File: src/rtl/serial_add_sched.sv
// rtl/serial_add_sched.sv - two-requester round-robin bit-serial adder scheduler
// Optional SERIAL_ADD_SUB_EN: per-request subtract (a - b) via inverted B and carry-in 1.

module sas_half_add (
   input  logic a,
   input  logic b,
   output logic s,
   output logic c
);
   assign s = a ^ b;
   assign c = a & b;
endmodule

module serial_add_sched #(
   parameter int WIDTH = 8
) (
   input  logic             clk,
   input  logic             rst,
   input  logic [1:0]       req_valid,
   output logic [1:0]       req_ready,
   input  logic [WIDTH-1:0] req_a0,
   input  logic [WIDTH-1:0] req_b0,
   input  logic [WIDTH-1:0] req_a1,
   input  logic [WIDTH-1:0] req_b1,
   input  logic [1:0]       req_sub,
   output logic             res_valid,
   input  logic             res_ready,
   output logic [WIDTH-1:0] res_sum,
   output logic             res_cout,
   output logic             res_id,
   output logic             busy
);
   localparam int CW = $clog2(WIDTH);

   typedef enum logic [1:0] {IDLE, RUN, DONE} state_t;

   state_t           state_q, state_d;
   logic [WIDTH-1:0] a_q, a_d, b_q, b_d, sum_q, sum_d;
   logic [CW-1:0]    cnt_q, cnt_d;
   logic             c_q, c_d, id_q, id_d, last_q, last_d;

   logic       grant;
   logic [1:0] grant_vec;
   logic       accept;
   logic       ha0_s, ha0_c, fa_s, ha1_c;
   logic       sub_sel;

   // Full-adder slice shared by both requesters: two half-adders plus carry OR.
   sas_half_add u_ha0 (.a(a_q[0]), .b(b_q[0]), .s(ha0_s), .c(ha0_c));
   sas_half_add u_ha1 (.a(ha0_s),  .b(c_q),    .s(fa_s),  .c(ha1_c));

   // A lone request always wins; on a tie the requester not granted last wins.
   always_comb begin
      grant = 1'b0;
      if (req_valid == 2'b10)
         grant = 1'b1;
      else if (req_valid == 2'b11)
         grant = ~last_q;
      grant_vec = 2'b00;
      if (req_valid != 2'b00)
         grant_vec = grant ? 2'b10 : 2'b01;
   end

`ifdef SERIAL_ADD_SUB_EN
   assign sub_sel = grant ? req_sub[1] : req_sub[0];
`else
   logic unused_req_sub;
   assign unused_req_sub = ^req_sub;
   assign sub_sel = 1'b0;
`endif

   always_ff @(posedge clk) begin
      if (rst) begin
         state_q <= IDLE;
         a_q     <= '0;
         b_q     <= '0;
         sum_q   <= '0;
         cnt_q   <= '0;
         c_q     <= 1'b0;
         id_q    <= 1'b0;
         last_q  <= 1'b1;
      end else begin
         state_q <= state_d;
         a_q     <= a_d;
         b_q     <= b_d;
         sum_q   <= sum_d;
         cnt_q   <= cnt_d;
         c_q     <= c_d;
         id_q    <= id_d;
         last_q  <= last_d;
      end
   end

   always_comb begin
      state_d = state_q;
      case (state_q)
         IDLE:    if (accept) state_d = RUN;
         RUN:     if (cnt_q == CW'(WIDTH - 1)) state_d = DONE;
         DONE:    if (res_ready) state_d = IDLE;
         default: state_d = IDLE;
      endcase
   end

   always_comb begin
      a_d    = a_q;
      b_d    = b_q;
      sum_d  = sum_q;
      cnt_d  = cnt_q;
      c_d    = c_q;
      id_d   = id_q;
      last_d = last_q;
      if (state_q == IDLE && accept) begin
         a_d    = grant ? req_a1 : req_a0;
         b_d    = grant ? req_b1 : req_b0;
         c_d    = 1'b0;
         id_d   = grant;
         last_d = grant;
         cnt_d  = '0;
         if (sub_sel) begin
            b_d = ~b_d;
            c_d = 1'b1;
         end
      end else if (state_q == RUN) begin
         sum_d = {fa_s, sum_q[WIDTH-1:1]};
         a_d   = a_q >> 1;
         b_d   = b_q >> 1;
         c_d   = ha0_c | ha1_c;
         cnt_d = cnt_q + 1'b1;
      end
   end

   always_comb begin
      req_ready = 2'b00;
      if (state_q == IDLE && !rst)
         req_ready = grant_vec;
      accept    = |(req_valid & req_ready);
      res_valid = (state_q == DONE);
      busy      = (state_q != IDLE);
      res_sum   = sum_q;
      res_cout  = c_q;
      res_id    = id_q;
   end

endmodule

File: config.mk
export PLATFORM = sky130hd
export DESIGN_NAME = serial_add_sched
export DESIGN_NICKNAME = d
export VERILOG_FILES = /design/src/rtl/serial_add_sched.sv
export SDC_FILE = /design/constraint.sdc
export NUM_CORES = 1
export LEC_CHECK = 0
export CAP_MARGIN = 20
export CORE_ASPECT_RATIO = 1.4
export CORE_MARGIN = 8
export CORE_UTILIZATION = 23
export DETAILED_ROUTE_END_ITERATION = 8
export DONT_BUFFER_PORTS = 1
export MAX_ROUTING_LAYER = met4
export PLACE_DENSITY = 0.45
export SLEW_MARGIN = 30
export SYNTH_ARGS = -nofsm -noshare
export SYNTH_HDL_FRONTEND = slang
export SYNTH_SLANG_ARGS = --single-unit
File: constraint.sdc
create_clock -name clk -period 1.8 [get_ports clk]
set_clock_uncertainty 0.1 [all_clocks]
set_input_delay 0.36 -clock clk [delete_from_list [all_inputs] [get_ports clk]]
set_output_delay 0.36 -clock clk [all_outputs]
set_load 0.05 [all_outputs]
==> metrics.txt, run 1 <==
Net Sw Frac 27.2%; deepest clock path buffer count 2; largest family of logic cells by synthesized area compound AO/OA/AOI/OAI gates; CP max FO 6; post-route clock period utilization 96.8%; ant diodes 0; Pwr Density 894 mW/mm^2; Crit. End Element output pin; max_slew headroom 63.5%; P_sw 0.486 mW; first-pass GRT wire length 7070 um; I/O pins 53; Power Total 1.79 mW; placed cell count 272; Sink Count 32; Post-Synth XOR/XNOR Area 0.521%; Num CTS Buffers 5; Synth Area in Compound Gates 22.5%; Post-Synth Simple-Gate Area 17.7%; crit path cell chain buf_4 > nor3_4 > and2_4 > buf_12; Post-DRT Antenna Nets 0; pin count of the biggest net entering global routing 33; First-pass DRT Iterations 4; RR Startpoint state_q[0]; number of enable flip-flop cells after synthesis 0; Max Cap Violations 0; P_leak 0.772 nW; sequential share of power 44.6%; leading area contributor after synthesis dfxtp_1; Layout Cells excl Fill 280; Most used DFF post-synth dfxtp_1; GRT Total Usage 9.32%; drt total wl 4500 um; CP peak stage delay 350 ps; Initial Utilization 23.3%; Horiz. Die Dim 88.3 um; Die ar. 0.0103 mm^2; Post-CTS Setup Bufs 0; # nets final 224; CP Data Required Time 1340 ps; initial antenna violation count 0; startpoint types flip-flop; top-area cell type share of the netlist area 38.1%; CP Capture Point req_ready[1]; worst setup path startpoint state_q[1]; sequential share of the synthesized area 38.1%; crit path kind reg2out; worst hold path cell count 1; core area 0.00722 mm^2; synthesized area per cell 9.83 um^2; Min-Delay Path Class in2reg; Synth Net Count 213; R2R depth 5; flops & latches, synth 32; Routability Congestion 0.737; setup violators final 0; Slew @ Worst Pin 546 ps; Chip Height 117 um; Root Driver clkbuf_8; post-route setup slack 57.9 ps; Max rail drop VDD 0.405 mV; Commonest cells post-synth dfxtp_1 (32), nand2_1 (22), mux2i_1 (19), a221oi_1 (11), and3b_1 (11); Synthesis Warnings 0; Post-Syn Area 0.00168 mm^2; outcome complete, no violations; share of post-route cells with drive strength above 1 23.0%; CTS tree built; Tmin final 1740 ps; Core Rows 37; most frequent cell after synthesis dfxtp_1; Internal 1.30 mW; mux cell area share after synthesis 11.3%; Post-synth ARST share 0%; capture point of the worst reg-to-reg path a_q[2]; vias in the first global route 1,405; global route overflow 0; CP arrival 1280 ps; Slew Limit Fails 0; Clk Latency, worst-skew pair 290 ps; H-tree depth 2; reg2reg setup slack 260 ps; drt initial violations 44; dpl hpwl 3320 um; cell count after synthesis 171; Hold Vio Cnt, Final 0; dpl ws 228 ps; Avg Vias per Cell 4.77; final hold slack 32.3 ps; Logic pwr share 16.9%; Port-buffer cells 0; DR WL/cell 16.1 um; Synth area leaders dfxtp_1 (38%), mux2i_1 (11%), a221oi_1 (5.7%); RSZ-0062 raised after global routing false; clock-pin transition on the worst setup and hold timing paths 80 ps; vias 1,336; area grow syn2layout 19.0%; Max Fclk 574 MHz; synth unique cells 34; clock network fraction of design power 38.5%; DRC 0; slowest cell on the critical path dfxtp_2; adder-cell share of the synthesized area 2.68%; setup TNS 0 ps
## area by class of cell
cell class	instances	area (um^2)
Multi-Input combinational cell	120	946
Clock inverter	2	35.0
Inverter	4	15.0
Sequential cell	32	643
Fill cell	820	5220
Clock buffer	6	72.6
Tap cell	97	121
Timing Repair Buffer	19	168
## routing by layer
metal  share of wire [%]  vias up  GRT usage [%]
li1                    -      656              -
met3                 4.4        7           2.31
met1                  41      638           10.1
met2                  53       35           15.6
met5                   0        -              -
met4                 1.6        0           4.42
## through the flow
step | instance area, um^2 | util, %
floorplan | 1700 | -
global placement | 1880 | 26.0
detailed placement | 1880 | 26.0
CTS | 2000 | 27.6
global route | 2000 | 27.7
finish | 2000 | 27.7
## worst max-delay path: cells and delay by family, from the launching register on
kind                   cells  cell delay (ps)
and+or+nand+nor            2              360
DFF                        1              350
buffers and inverters      2              290
## cell families (layout without fill, tap and decap cells)
group / Yosys count / count (layout)
AO/OA/AOI/OAI: 46 / 46
XOR/XNOR: 1 / 1
adder cells (fa/ha/maj): 3 / 3
buffers and inverters: 19 / 31
flip-flops: 32 / 32
multiplexers: 19 / 19
AND/OR/NAND/NOR: 51 / 51
## how the worst min path moves through the flow
stage                       from         end
after floorplan           a_q[1]      a_q[0]
after global placement       rst      a_q[5]
after detailed placement     rst      b_q[6]
after CTS                    rst  res_sum[7]
after global routing         rst  res_sum[7]
final                        rst  res_sum[7]
## timing repair
action                                  in CTS  in global routing
resized for setup                            2                  3
endpoints found under the setup margin       2                  2
hold buffers                                 0                  0
## layout by cell type (no fill, tap or decap), types with 3 or more instances in the layout
master     synthesis  final
o221ai_1           3      3
a211oi_2           6      6
mux2i_1           19     19
a21oi_1            9      9
nor2_1             4      3
buf_4              3     17
o2111ai_1          3      3
nor3_1             5      4
clkbuf_8           0      5
a211oi_1           7      7
nand2_1           22     22
inv_1              3      3
a22oi_1            3      3
nor3_4             2      3
dfxtp_1           32     30
and3b_1           11     11
a221oi_1          11     11
## power by group through the flow
| stage | registers (mW) | clock network (mW) | logic, mW |
|---|---|---|---|
| 6_report | 0.798 | 0.689 | 0.302 |
| 5_1_grt | 0.805 | 0.732 | 0.333 |
| 4_1_cts | 0.798 | 0.720 | 0.309 |
| 3_5_place_dp | 0.814 | 0 | 0.305 |
| 3_3_place_gp | 0.813 | 0 | 0.300 |
| 2_1_floorplan | 0.806 | 0 | 0.243 |
## registers in the layout, summed over array words and instances (netlist names)
name	count
a_q	8
b_q	8
cnt_q	3
last_q	1
res_cout	1
res_id	1
res_sum	8
state_q	2
Power figures use the tool's default switching activity.
==> run 2: changes to the inputs <==
--- a/config.mk
+++ b/config.mk
@@ -13,6 +13,7 @@
 export DONT_BUFFER_PORTS = 1
 export MAX_ROUTING_LAYER = met4
 export PLACE_DENSITY = 0.45
+export REMOVE_ABC_BUFFERS = 1
 export SLEW_MARGIN = 30
 export SYNTH_ARGS = -nofsm -noshare
 export SYNTH_HDL_FRONTEND = slang
==> metrics.txt, run 2 (synthesized netlist as in run 1, its figures left out) <==
outcome complete, no violations; First-pass DRT Iterations 4; Clk Latency, worst-skew pair 280 ps; Num CTS Buffers 5; clock-pin transition on the worst setup and hold timing paths 70 ps; Chip Height 117 um; crit path kind reg2out; dpl hpwl 3240 um; filler instances 797; vias in the first global route 1,322; Routability Congestion 0.694; CTS tree built; crit path cell chain a21boi_2 > buf_4 > and2_4 > buf_12; worst hold path cell count 1; share of post-route cells with drive strength above 1 21.4%; CP peak stage delay 350 ps; most frequent cells in the layout dfxtp_1 (30), nand2_1 (22), mux2i_1 (19), buf_4 (15); Core Rows 37; first-pass GRT wire length 6800 um; startpoint types flip-flop; Avg Vias per Cell 4.63; Min-Delay Path Class in2reg; global route overflow 0; CP Data Required Time 1340 ps; Crit. End Element output pin; Tmin final 1720 ps; GRT Total Usage 8.93%; Horiz. Die Dim 88.3 um; CP arrival 1260 ps; pin count of the biggest net entering global routing 33; Initial Utilization 23.3%; Slew @ Worst Pin 553 ps; commonest non-fill, non-tap cell in the layout dfxtp_1; Max Fclk 582 MHz; initial antenna violation count 0; area grow syn2layout 17.0%; dpl ws 205 ps; setup violators final 0; final hold slack 49.7 ps; RSZ-0062 raised after global routing false; drt initial violations 95; R2R depth 5; Final Instance Area 0.00197 mm^2; DRC 0; Hold EP res_sum[4]; setup TNS 0 ps; Root Driver clkbuf_8; Slew Limit Fails 0; post-route setup slack 80.9 ps; Port-buffer cells 0; delay-heaviest family, CP flip-flops; DR WL/cell 15.8 um; CP max FO 6; drt total wl 4400 um; Hold Vio Cnt, Final 0; Max Cap Violations 0; Hold Startpoint rst; Hold-fix buffers, CTS 0; vias 1,292; Placed Area 0.00185 mm^2; Layout Utilization 27.3%; deepest clock path buffer count 2; CP Buf/Inv Count 2; RR Startpoint last_q; post-route clock period utilization 95.5%; core area 0.00722 mm^2; slowest cell on the critical path dfxtp_1; Post-DRT Antenna Nets 0; ant diodes 0; H-tree depth 2; max_slew headroom 63.1%; capture point of the worst reg-to-reg path b_q[2]; # nets final 223; reg2reg setup slack 360 ps; Max rail drop VDD 0.279 mV; I/O pins 53; P_leak 0.755 nW; Sink Count 32; Die ar. 0.0103 mm^2; Pwr Density 845 mW/mm^2
==> run 2: through the flow <==
step	cells	total power [mW]
2_1_floorplan	156	1.01
3_3_place_gp	270	1.11
3_5_place_dp	270	1.11
4_1_cts	279	1.69
5_1_grt	279	1.76
6_report	279	1.66
==> run 2: repair_timing <==
item / CTS / global route
pin swaps: 1 / 1
setup endpoints to repair: 1 / 2
gates resized for setup: 2 / 4
setup buffers: 1 / 0
==> run 2: cell type report <==
class                   instances  area [um^2]  area share (%)
repair buffers                 18          164            8.33
well taps                      97          121            6.17
clock buffers                   8         90.1            4.58
inverters                       4         15.0           0.763
flip-flops and latches         32          643            32.7
multi-input cells             120          935            47.5
==> run 2: how the worst max path moves through the flow <==
stage          startpoint            to  slack [ps]  cells past startpoint
5_1_grt            last_q  req_ready[1]           4                      4
3_5_place_dp   state_q[1]  req_ready[0]         200                      4
3_3_place_gp   state_q[1]  req_ready[0]         200                      4
4_1_cts            last_q  req_ready[1]           3                      4
6_report           last_q  req_ready[1]          80                      4
2_1_floorplan  state_q[1]  req_ready[0]        -550                      3
==> run 2: where the power goes <==
part	leakage (nW)	switching, mW	total [mW]	internal (mW)
Sequential	0.263	0.0439	0.799	0.755
Clock	0.0455	0.258	0.570	0.312
Combinational	0.447	0.158	0.295	0.136
==> run 2: per-layer routing <==
| metal | global-route usage [%] | share of wire, % | vias to the layer above |
|---|---|---|---|
| li1 | - | - | 654 |
| met1 | 9.49 | 41 | 601 |
| met2 | 15.1 | 52 | 31 |
| met3 | 1.96 | 4.3 | 6 |
| met4 | 4.76 | 2.2 | 0 |
| met5 | - | 0 | - |
==> run 2: worst register-to-register path: stages, from the launching register on <==
cell and delay (ps):
dfxtp_1 350, a21boi_2 150, buf_4 180, buf_4 200
mux2i_1 250, a211oi_1 100
==> run 3: changes to the inputs <==
--- a/config.mk
+++ b/config.mk
@@ -8,11 +8,11 @@
 export CAP_MARGIN = 20
 export CORE_ASPECT_RATIO = 1.4
 export CORE_MARGIN = 8
-export CORE_UTILIZATION = 23
+export CORE_UTILIZATION = 40
 export DETAILED_ROUTE_END_ITERATION = 8
 export DONT_BUFFER_PORTS = 1
 export MAX_ROUTING_LAYER = met4
-export PLACE_DENSITY = 0.45
+export PLACE_DENSITY = 0.57
 export REMOVE_ABC_BUFFERS = 1
 export SLEW_MARGIN = 30
 export SYNTH_ARGS = -nofsm -noshare
==> constraint.sdc (replaced) <==
create_clock -name clk -period 2 [get_ports clk]
set_clock_uncertainty 0.1 [all_clocks]
set_input_delay 0.4 -clock clk [delete_from_list [all_inputs] [get_ports clk]]
set_output_delay 0.4 -clock clk [all_outputs]
set_load 0.05 [all_outputs]
==> metrics.txt, run 3 (synthesized netlist as in run 1, its figures left out) <==
Crit. End Element output pin; commonest non-fill, non-tap cell in the layout dfxtp_1; post-route setup slack 84.0 ps; Slew @ Worst Pin 543 ps; drt total wl 4080 um; Die ar. 0.00656 mm^2; vias 1,339; Max Fclk 522 MHz; Chip Height 92.7 um; initial antenna violation count 0; deepest clock path buffer count 2; delay-heaviest family, CP flip-flops; CP Buf/Inv Count 2; DR WL/cell 18.4 um; global route overflow 0; Tmin final 1920 ps; Slew Limit Fails 0; Num CTS Buffers 5; Horiz. Die Dim 70.8 um; core area 0.00413 mm^2; DRC 0; R2R depth 5; setup violators final 0; Root Driver clkbuf_8; Hold-fix buffers, CTS 0; vias in the first global route 1,361; Layout Utilization 45.6%; CP Data Required Time 1500 ps; H-tree depth 2; CP max FO 10; Hold EP a_q[6]; RSZ-0062 raised after global routing false; outcome complete, no violations; crit path kind reg2out; area grow syn2layout 12.2%; ant diodes 0; post-route clock period utilization 95.8%; First-pass DRT Iterations 4; CP arrival 1420 ps; Max rail drop VDD 0.441 mV; reg2reg setup slack 320 ps; most frequent cells in the layout dfxtp_1 (31), nand2_1 (22), mux2i_1 (19), and3b_1 (11), a221oi_1 (11); Max Cap Violations 0; Sink Count 32; RR Startpoint state_q[0]; clock-pin transition on the worst setup and hold timing paths 70 ps; Min-Delay Path Class in2reg; crit path cell chain buf_4 > nor3_4 > and2_1 > buf_12; Clk Latency, worst-skew pair 290 ps; filler instances 420; Port-buffer cells 0; share of post-route cells with drive strength above 1 19.2%; CP peak stage delay 400 ps; dpl ws 340 ps; drt initial violations 72; GRT Total Usage 13.0%; # nets final 218; first-pass GRT wire length 6700 um; Initial Utilization 40.7%; Routability Congestion 0.776; Avg Vias per Cell 6.03; dpl hpwl 2970 um; Crit path depth 4; P_leak 0.738 nW; Core Rows 28; startpoint types flip-flop; max_slew headroom 63.8%; worst hold path cell count 1; CTS tree built; Hold Vio Cnt, Final 0; Pwr Density 844 mW/mm^2; capture point of the worst reg-to-reg path a_q[4]; pin count of the biggest net entering global routing 33; slowest cell on the critical path dfxtp_1; Post-DRT Antenna Nets 0; Hold Startpoint rst; I/O pins 53
==> run 3: changes by cell type in the layout (fill, tap and decap cells not counted), sizes merged <==
cell	previous run	this run
clkinv	0	1
buf	18	13
clkbuf	8	5
clkinvlp	0	1
bufinv	0	1
==> run 3: area by class of cell <==
| type | instances | area [um^2] | share of cell area [%] |
|---|---|---|---|
| Timing Repair Buffer | 13 | 135 | 7.16 |
| Clock inverter | 3 | 42.5 | 2.25 |
| Multi-Input combinational cell | 120 | 927 | 49.1 |
| Clock buffer | 5 | 68.8 | 3.65 |
| Tap cell | 45 | 56.3 | 2.98 |
| Sequential cell | 32 | 642 | 34.0 |
| Inverter | 4 | 15.0 | 0.796 |
==> run 3: worst max-delay path by stage <==
stage,startpoint,end
after CTS,state_q[1],req_ready[1]
after global placement,state_q[0],a_q[5]
after global routing,state_q[0],req_ready[1]
final,state_q[0],req_ready[1]
after floorplan,state_q[1],req_ready[0]
after detailed placement,state_q[0],a_q[1]
==> run 3: where the power goes <==
group          leakage [nW]  total [mW]  internal, mW  switching (mW)
Combinational         0.421       0.252         0.116           0.136
Clock                0.0541       0.621         0.368           0.253
Sequential            0.263       0.720         0.679          0.0406
==> run 3: timing repair <==
action                     4_1_cts  5_1_grt
resized for setup                0        2
hold endpoints to repair         0        0
buffers inserted                 0        0
setup endpoints to repair        0        1
==> run 3: per-layer routing <==
layer  track usage (%)  wire (um)  up-vias  share of wire [%]
met5                 -          0        -                  0
met4              5.75         53        0                1.3
met3              4.00        272        7                6.7
met2              20.9       2040       45                 50
met1              14.5       1710      639                 42
li1                  -          -      648                  -
==> run 3: per-stage QoR <==
| stage | hold WS, ps | std cells | TNS, ps | area (um^2) | total power, mW |
|---|---|---|---|---|---|
| after floorplan | 365 | 156 | -533 | 1580 | 0.907 |
| after global placement | 370 | 214 | 0 | 1770 | 0.979 |
| after detailed placement | 371 | 214 | 0 | 1770 | 0.989 |
| after CTS | 60.5 | 222 | 0 | 1880 | 1.61 |
| after global routing | 59.1 | 222 | 0 | 1890 | 1.66 |
| final | 66.2 | 222 | 0 | 1890 | 1.59 |
